**src/rtl/alu_bitop_seq_pkg.sv**
```systemverilog
// Shared ALU control-word definitions for the CB-prefix bit-operation sequencer.
package alu_bitop_seq_pkg;

    typedef enum logic [1:0] {
        CLS_ILL = 2'b00,
        CLS_BIT = 2'b01,
        CLS_RES = 2'b10,
        CLS_SET = 2'b11
    } bit_class_t;

    localparam logic [1:0] OE_NONE = 2'd0;
    localparam logic [1:0] BS_OE   = 2'd1;
    localparam logic [1:0] SH_OE   = 2'd2;
    localparam logic [1:0] RES_OE  = 2'd3;

    localparam logic BUS_LD = 1'b1;
    localparam logic NO_LD  = 1'b0;

    localparam logic [1:0] NO_SH = 2'b00;

    typedef struct packed {
        logic [2:0] bs;
        logic [7:0] op;
        logic [1:0] sh;
        logic [1:0] oe;
        logic       la;
        logic       lb;
        logic       r;
        logic       s;
        logic       v;
        logic       ne;
        logic       ci;
        logic       l;
        logic       h;
    } alu_line_t;

    localparam alu_line_t ALU_NOP = '{
        bs: 3'd0, op: 8'h00, sh: NO_SH, oe: OE_NONE, la: NO_LD, lb: NO_LD,
        r: 1'b0, s: 1'b0, v: 1'b0, ne: 1'b0, ci: 1'b0, l: 1'b0, h: 1'b0
    };

    typedef struct packed {
        logic r;
        logic s;
        logic v;
        logic ne;
    } class_flags_t;

    // r: write result back, s: OR the mask in, ne: AND with inverted mask, v: flags valid
    localparam class_flags_t SET_FLAGS = '{r: 1'b1, s: 1'b1, v: 1'b1, ne: 1'b0};
    localparam class_flags_t RES_FLAGS = '{r: 1'b1, s: 1'b0, v: 1'b1, ne: 1'b1};
    localparam class_flags_t BIT_FLAGS = '{r: 1'b0, s: 1'b0, v: 1'b1, ne: 1'b0};

    function automatic class_flags_t class_flags(input bit_class_t c);
        case (c)
            CLS_SET: return SET_FLAGS;
            CLS_RES: return RES_FLAGS;
            CLS_BIT: return BIT_FLAGS;
            default: return '0;
        endcase
    endfunction

endpackage

```
**src/rtl/alu_bitop_seq.sv**
```systemverilog
// Sequencer driving the ALU through mask build, operand load and result for BIT/RES/SET.
module alu_bitop_seq
    import alu_bitop_seq_pkg::*;
(
    input  logic       clk,
    input  logic       reset_n,
    input  logic       start,
    output logic       ready,
    input  logic [7:0] opcode,
    input  logic [7:0] operand,
    output alu_line_t  line,
    input  logic [7:0] alu_result,
    input  logic       alu_zero,
    output logic [7:0] result,
    output logic       zero,
    output logic       done,
    output logic       err
);

    typedef enum logic [2:0] {IDLE, LBS, LOP, LRES, FIN} state_t;

    state_t       state;
    bit_class_t   cls;
    logic [7:0]   opnd;
    class_flags_t flags;
    logic         unused_bits;

    assign unused_bits = ^opcode[2:0];

    always_comb flags = class_flags(cls);

    // line is registered together with the state so it is valid for the whole state cycle
    always_ff @(posedge clk or negedge reset_n) begin
        if (!reset_n) begin
            state  <= IDLE;
            ready  <= 1'b0;
            line   <= ALU_NOP;
            result <= '0;
            zero   <= 1'b0;
            done   <= 1'b0;
            err    <= 1'b0;
            cls    <= CLS_ILL;
            opnd   <= '0;
        end else begin
            done <= 1'b0;
            err  <= 1'b0;
            line <= ALU_NOP;
            case (state)
                IDLE: begin
                    ready <= 1'b1;
                    if (start && ready) begin
                        if (opcode[7:6] == CLS_ILL) begin
                            err <= 1'b1;
                        end else begin
                            state   <= LBS;
                            ready   <= 1'b0;
                            cls     <= bit_class_t'(opcode[7:6]);
                            opnd    <= operand;
                            line.bs <= opcode[5:3];
                            line.oe <= BS_OE;
                            line.lb <= BUS_LD;
                            line.la <= NO_LD;
                        end
                    end
                end
                LBS: begin
                    state   <= LOP;
                    line.op <= opnd;
                    line.sh <= NO_SH;
                    line.oe <= SH_OE;
                    line.la <= BUS_LD;
                    line.lb <= NO_LD;
                    line.ci <= 1'b0;
                    line.l  <= 1'b1;
                    line.h  <= 1'b0;
                    line.r  <= flags.r;
                    line.s  <= flags.s;
                    line.v  <= flags.v;
                    line.ne <= flags.ne;
                end
                LOP: begin
                    state   <= LRES;
                    line.la <= NO_LD;
                    line.lb <= NO_LD;
                    line.ci <= 1'b0;
                    line.l  <= 1'b0;
                    line.h  <= 1'b1;
                    line.oe <= RES_OE;
                    line.r  <= flags.r;
                    line.s  <= flags.s;
                    line.v  <= flags.v;
                    line.ne <= flags.ne;
                end
                LRES: begin
                    state <= FIN;
                    done  <= 1'b1;
                    zero  <= alu_zero;
                    // BIT only tests; the previously captured byte is kept
                    if (cls != CLS_BIT) result <= alu_result;
                end
                FIN: begin
                    state <= IDLE;
                    ready <= 1'b1;
                end
                default: begin
                    state <= IDLE;
                    ready <= 1'b0;
                end
            endcase
        end
    end

endmodule

```
**config.mk**
```make
export PLATFORM = sky130hd
export DESIGN_NAME = alu_bitop_seq
export DESIGN_NICKNAME = d
export VERILOG_FILES = /design/src/rtl/alu_bitop_seq_pkg.sv /design/src/rtl/alu_bitop_seq.sv
export SDC_FILE = /design/constraint.sdc
export NUM_CORES = 1
export LEC_CHECK = 0
export BUFFER_PORTS_ARGS = -buffer_cell sky130_fd_sc_hd__buf_2
export CELL_PAD_IN_SITES_DETAIL_PLACEMENT = 1
export CELL_PAD_IN_SITES_GLOBAL_PLACEMENT = 2
export CORE_AREA = 2 2 89 70
export DETAILED_ROUTE_END_ITERATION = 7
export DIE_AREA = 0 0 91 72
export PLACE_DENSITY = 0.81
export SLEW_MARGIN = 30
export SYNTH_ARGS = -nofsm -noshare
export SYNTH_HDL_FRONTEND = slang
export SYNTH_SLANG_ARGS = --single-unit
export TNS_END_PERCENT = 30
```
**constraint.sdc**
```tcl
create_clock -name clk -period 2.3 [get_ports clk]
set_clock_uncertainty 0.15 [all_clocks]
set_input_delay 0.345 -clock clk [delete_from_list [all_inputs] [get_ports clk]]
set_output_delay 0.345 -clock clk [all_outputs]
set_load 0.02 [all_outputs]
```
# == After elaboration in Yosys (flattened, before gate mapping) ==
# Index checks and enable logic that the tools add are counted.
# classes
n_eq_ne,10
mux,18
bitwise_logic,1
reduce_logical,7
# ops
operator,count
4-bit case mux with 3 select lines,2
3-bit two-way mux,7
7-bit case mux with 2 select lines,1
3-bit case mux with 4 select lines,1
10-bit two-way mux,1
"3-bit by 2-bit == test with 1-bit output, second input constant",2
1-bit two-way mux,5
"2-bit == test, second input constant",2
"2-bit != test, second input constant",2
2-bit AND reduction,2
"3-bit by 1-bit == test with 1-bit output, second input constant",1
"3-bit == test, second input constant",1
3-bit zero test,1
1-bit case mux with 3 select lines,1
3-bit AND reduction,1
3-bit OR reduction,1
"2-bit by 1-bit == test with 1-bit output, second input constant",1
2-bit zero test,1
"2-bit by 1-bit != test with 1-bit output, second input constant",1
1-bit logical AND,1
1-bit NOT,1
# totals
reg_bits,49
out_inout_bits,36
elab_cells,57

# == Depth between registers and ports, before layout ==
# depth
ltp_word,4
depth_mapped,4
mapped_depth_nobuf,3

# == Least setup slack after synthesis ==
# No wires, ideal clock.
# synth_path
kind,register to register
from,register state[0]
to,register opnd[2]
setup_time_ns,0.125
t_arrival_ns,1.416
slack_ns,0.609
stages_incl_launch_ff,5
n_path_buf,1
synth_period_minus_slack_ns,1.691
cell_sequence,dfrtp_1 -> nand4bb_4 -> nor3_4 -> buf_6 -> mux2_4
# synth_via
elab_chain_cells,2
# synth_lines
element,line,source
from (decl),alu_bitop_seq.sv:22,state_t state;
from (signal assigned),alu_bitop_seq.sv:35,state <= IDLE;
from (signal assigned),alu_bitop_seq.sv:55,state <= LBS;
from (signal assigned),alu_bitop_seq.sv:67,state <= LOP;
3-bit zero test,alu_bitop_seq.sv:48,case (state)
3-bit AND reduction (no source line),n/a,
to (signal assigned),alu_bitop_seq.sv:58,opnd <= operand;
to (decl),alu_bitop_seq.sv:24,logic [7:0] opnd;
# Every way passes these cells.
# A chain may end at the register's enable or synchronous reset.

# == Worst setup path after layout ==
# layout_path
from,register state[2]
to,register opnd[0]
# Same word-level chain as after synthesis.

==> results.md <==
- Hold slack final: -0.02385 ns
- Area fraction in compound gates after synthesis: 0.03595
- Overall Global Routing Usage: 0.1094
- Max_cap viols: 0
- EDFF count, synth: 0
- Ports: 64
- Tightest Pin Transition: around 0.57 ns
- Outcome: finished with violations
- DP HPWL: ~2300 um
- Initial antenna violation count: 0
- Die area: 6552 um^2
- # resized after CTS: 0
- Top cells by count, synth: dfrtp_1, mux2_2, and2_1
- Crit end category: flop
- Post-synthesis instance area: ~1700 um^2
- CTS Sinks: between 40 and 50
- Vias: 1059
- Total power: ~3 mW
- RSZ-0062 raised after global routing: no
- # hold bufs at CTS: 0
- CTS Buf Count: 5
- Main combinational cell family by area after synthesis: simple AND/OR/NAND/NOR gates
- Synth area leaders: dfrtp_1, mux2_2, mux2_4, and2_1, nor3b_1
- Global-route wire length before repair: 5485 um
- Max_slew headroom: 0.6206
- Static leakage: 1.098 nW
- Layout net count: slightly above 200
- Share of the synthesized area in the top cell type: 0.6750
- Worst EP required: around 2.3 ns
- Share of layout cells above drive strength 1: 0.5371
- Starting Density: 0.3021
- CP startpoint kind: flop
- Post CTS Setup Buffer Count: 0
- # diodes: 0
- Netlist cell types: 23
- Mux cell area share after synthesis: 0.1233
- Min-delay worst type: in2async
- Die Ht: about 72 um
- DRC: 0
- Core Util, Final: 0.3859
- Clock root cell: clkbuf_8
- TritonRoute pass-1 iters: 4
- Max FO, Critical Path: 13
- Post-synthesis simple-gate area fraction: 0.1269
- Core area: between 5000 and 6000 um^2
- Final period util: 0.8220
- Failing checks: negative hold slack
- Routed len/inst: between 10 and 15 um
- DR iter-0 viols: 39
- Fillers: about 620
- Synth area leader: dfrtp_1
- Yosys warns: 0
- CTS max path bufs: 2
- Post-Synth Adder-Cell Area: 0
- Async SR Flop Fraction: 1.000
- Clock Latency Late Sink: slightly below 0.3 ns
- Top_reg_cell synth: dfrtp_1
- Routability cong.: ~0.66
- Vias in the first global route: ~1100
- PortBufs: 57
- Setup violators final: 0
- Data arrival time of the critical path: around 1.9 ns
- Grt ovf: 0
- Cell with the most instances after synthesis: dfrtp_1
- Routed Antenna Nets: 0
- Largest net degree at the start of global routing: between 40 and 50
- Die X: just over 90 um
- Vias per inst: between 4 and 5
- Sum Neg Setup Slack: 0 ns
- FP Rows: 24
- Fin. Hold Viols: between 40 and 50
- Reg clk slew, reported paths: ~0.080 ns
- Worst vdd ir: roughly 0.00039 V
- Fin crit period: roughly 1.9 ns
- Power per Cell Area: around 1400 nW/um^2
- Area grow syn2layout: 27.73%
- CP Class: reg2reg
- Post-Synth XOR/XNOR Area: 0.005136
- CTS tree: built
- WL final: ~3300 um
- Mapped Cells: 110
- Max Slew Vio Count: 0
- H-tree lvl count: 2
- Highest Clock Rate: around 530 MHz
- #FFs+latches synth: 46
- Sequential-to-total area share from yosys stat: 0.6750
- Syn avg cell area: 15.50 um^2
-- final cells by class --
type                       count  area (um^2)  share of cell area
timing repair buffer          61        315.3              0.1447
clock buffer                   6        82.58             0.03791
tap                           78        97.59             0.04480
sequential                    46         1151              0.5284
clock inverter                 2        12.51            0.005744
multi-input combinational     57        508.0              0.2332
inverter                       3        11.26            0.005169
-- placed cells by master, fill, tap and decap left out --
cell        Yosys  layout
clkbuf_8        0       6
and2_1          8       8
and2_2          3       3
a21oi_1         1       1
inv_1           3       3
nand4bb_4       1       1
dfrtp_1        46      46
conb_1          1       3
nor3b_1         5       5
xnor2_1         1       1
nor4_1          3       3
a211oi_1        1       1
and3b_2         2       2
mux2_4          5       5
mux2_2         12      12
clkinv_2        0       1
o21bai_1        4       4
a21boi_4        1       1
nor3_4          1       1
buf_4           3       4
nor3_1          1       1
clkinvlp_4      0       1
buf_2           1      57
nor2_1          5       5
-- stage by stage --
stage	worst slack (ns)	cell area [um^2]	instances	hold WS (ns)
2_1_floorplan	0.6087	1713	112	-0.1006
3_3_place_gp	0.4493	2083	245	0.3185
3_5_place_dp	0.4096	2083	245	0.3237
4_1_cts	0.3945	2178	253	0.0001761
5_1_grt	0.2880	2178	253	0.01905
6_report	0.4093	2178	253	-0.02385
-- sequential cells by signal (all words and copies together) (netlist names) --
register and flops:
zero 1, cls 2, err 1, opnd 8, ready 1, result 8
done 1, line 21, state 3
-- worst paths after layout --
check / startpoint / end / slack [ns] / cells after the start
worst max-delay path: state[2]$_DFFE_PN0P_ / opnd[0]$_DFFE_PN0P_ / 0.41 / 4
worst min-delay path: reset_n / line[5]$_DFF_PN0_ / -0.02 / 2
worst max register to register: state[2]$_DFFE_PN0P_ / opnd[0]$_DFFE_PN0P_ / 0.41 / 4
worst min register to register: opnd[0]$_DFFE_PN0P_ / line[13]$_DFF_PN0_ / 0.34 / 1
max in group asynchronous: reset_n / line[17]$_DFF_PN0_ / 1.63 / 2
min in group clk: opcode[6] / err$_DFF_PN0_ / 0.08 / 2
-- report_power, final --
group	total, mW	internal [mW]	switching, mW
combinational	1.19	0.533	0.659
clock	0.506	0.242	0.265
sequential	1.31	1.14	0.164
-- metal layers --
metal / global-route usage / part of all wire / vias up / wire (um)
met5: 0 / 0 / - / 0
met3: 0.04465 / 0.069 / 7 / 227
li1: - / - / 489 / -
met1: 0.1442 / 0.46 / 519 / 1515
met2: 0.1638 / 0.46 / 44 / 1513
met4: 0.04040 / 0.013 / 0 / 44
-- logic make-up (layout without fill, tap and decap cells) --
logic type / Yosys count / count (layout)
AO/OA/AOI/OAI: 7 / 7
XOR/XNOR: 1 / 1
buffers and inverters: 9 / 72
flip-flops: 46 / 46
multiplexers: 17 / 17
other: 1 / 3
AND/OR/NAND/NOR: 29 / 29
-- critical path, stage by stage, from the launching register on --
cell       delay, ns
dfrtp_1         0.52
nand4bb_4       0.31
nor3_4          0.18
buf_4           0.25
mux2_2          0.36
No activity file was read; power rests on OpenSTA's default activity.
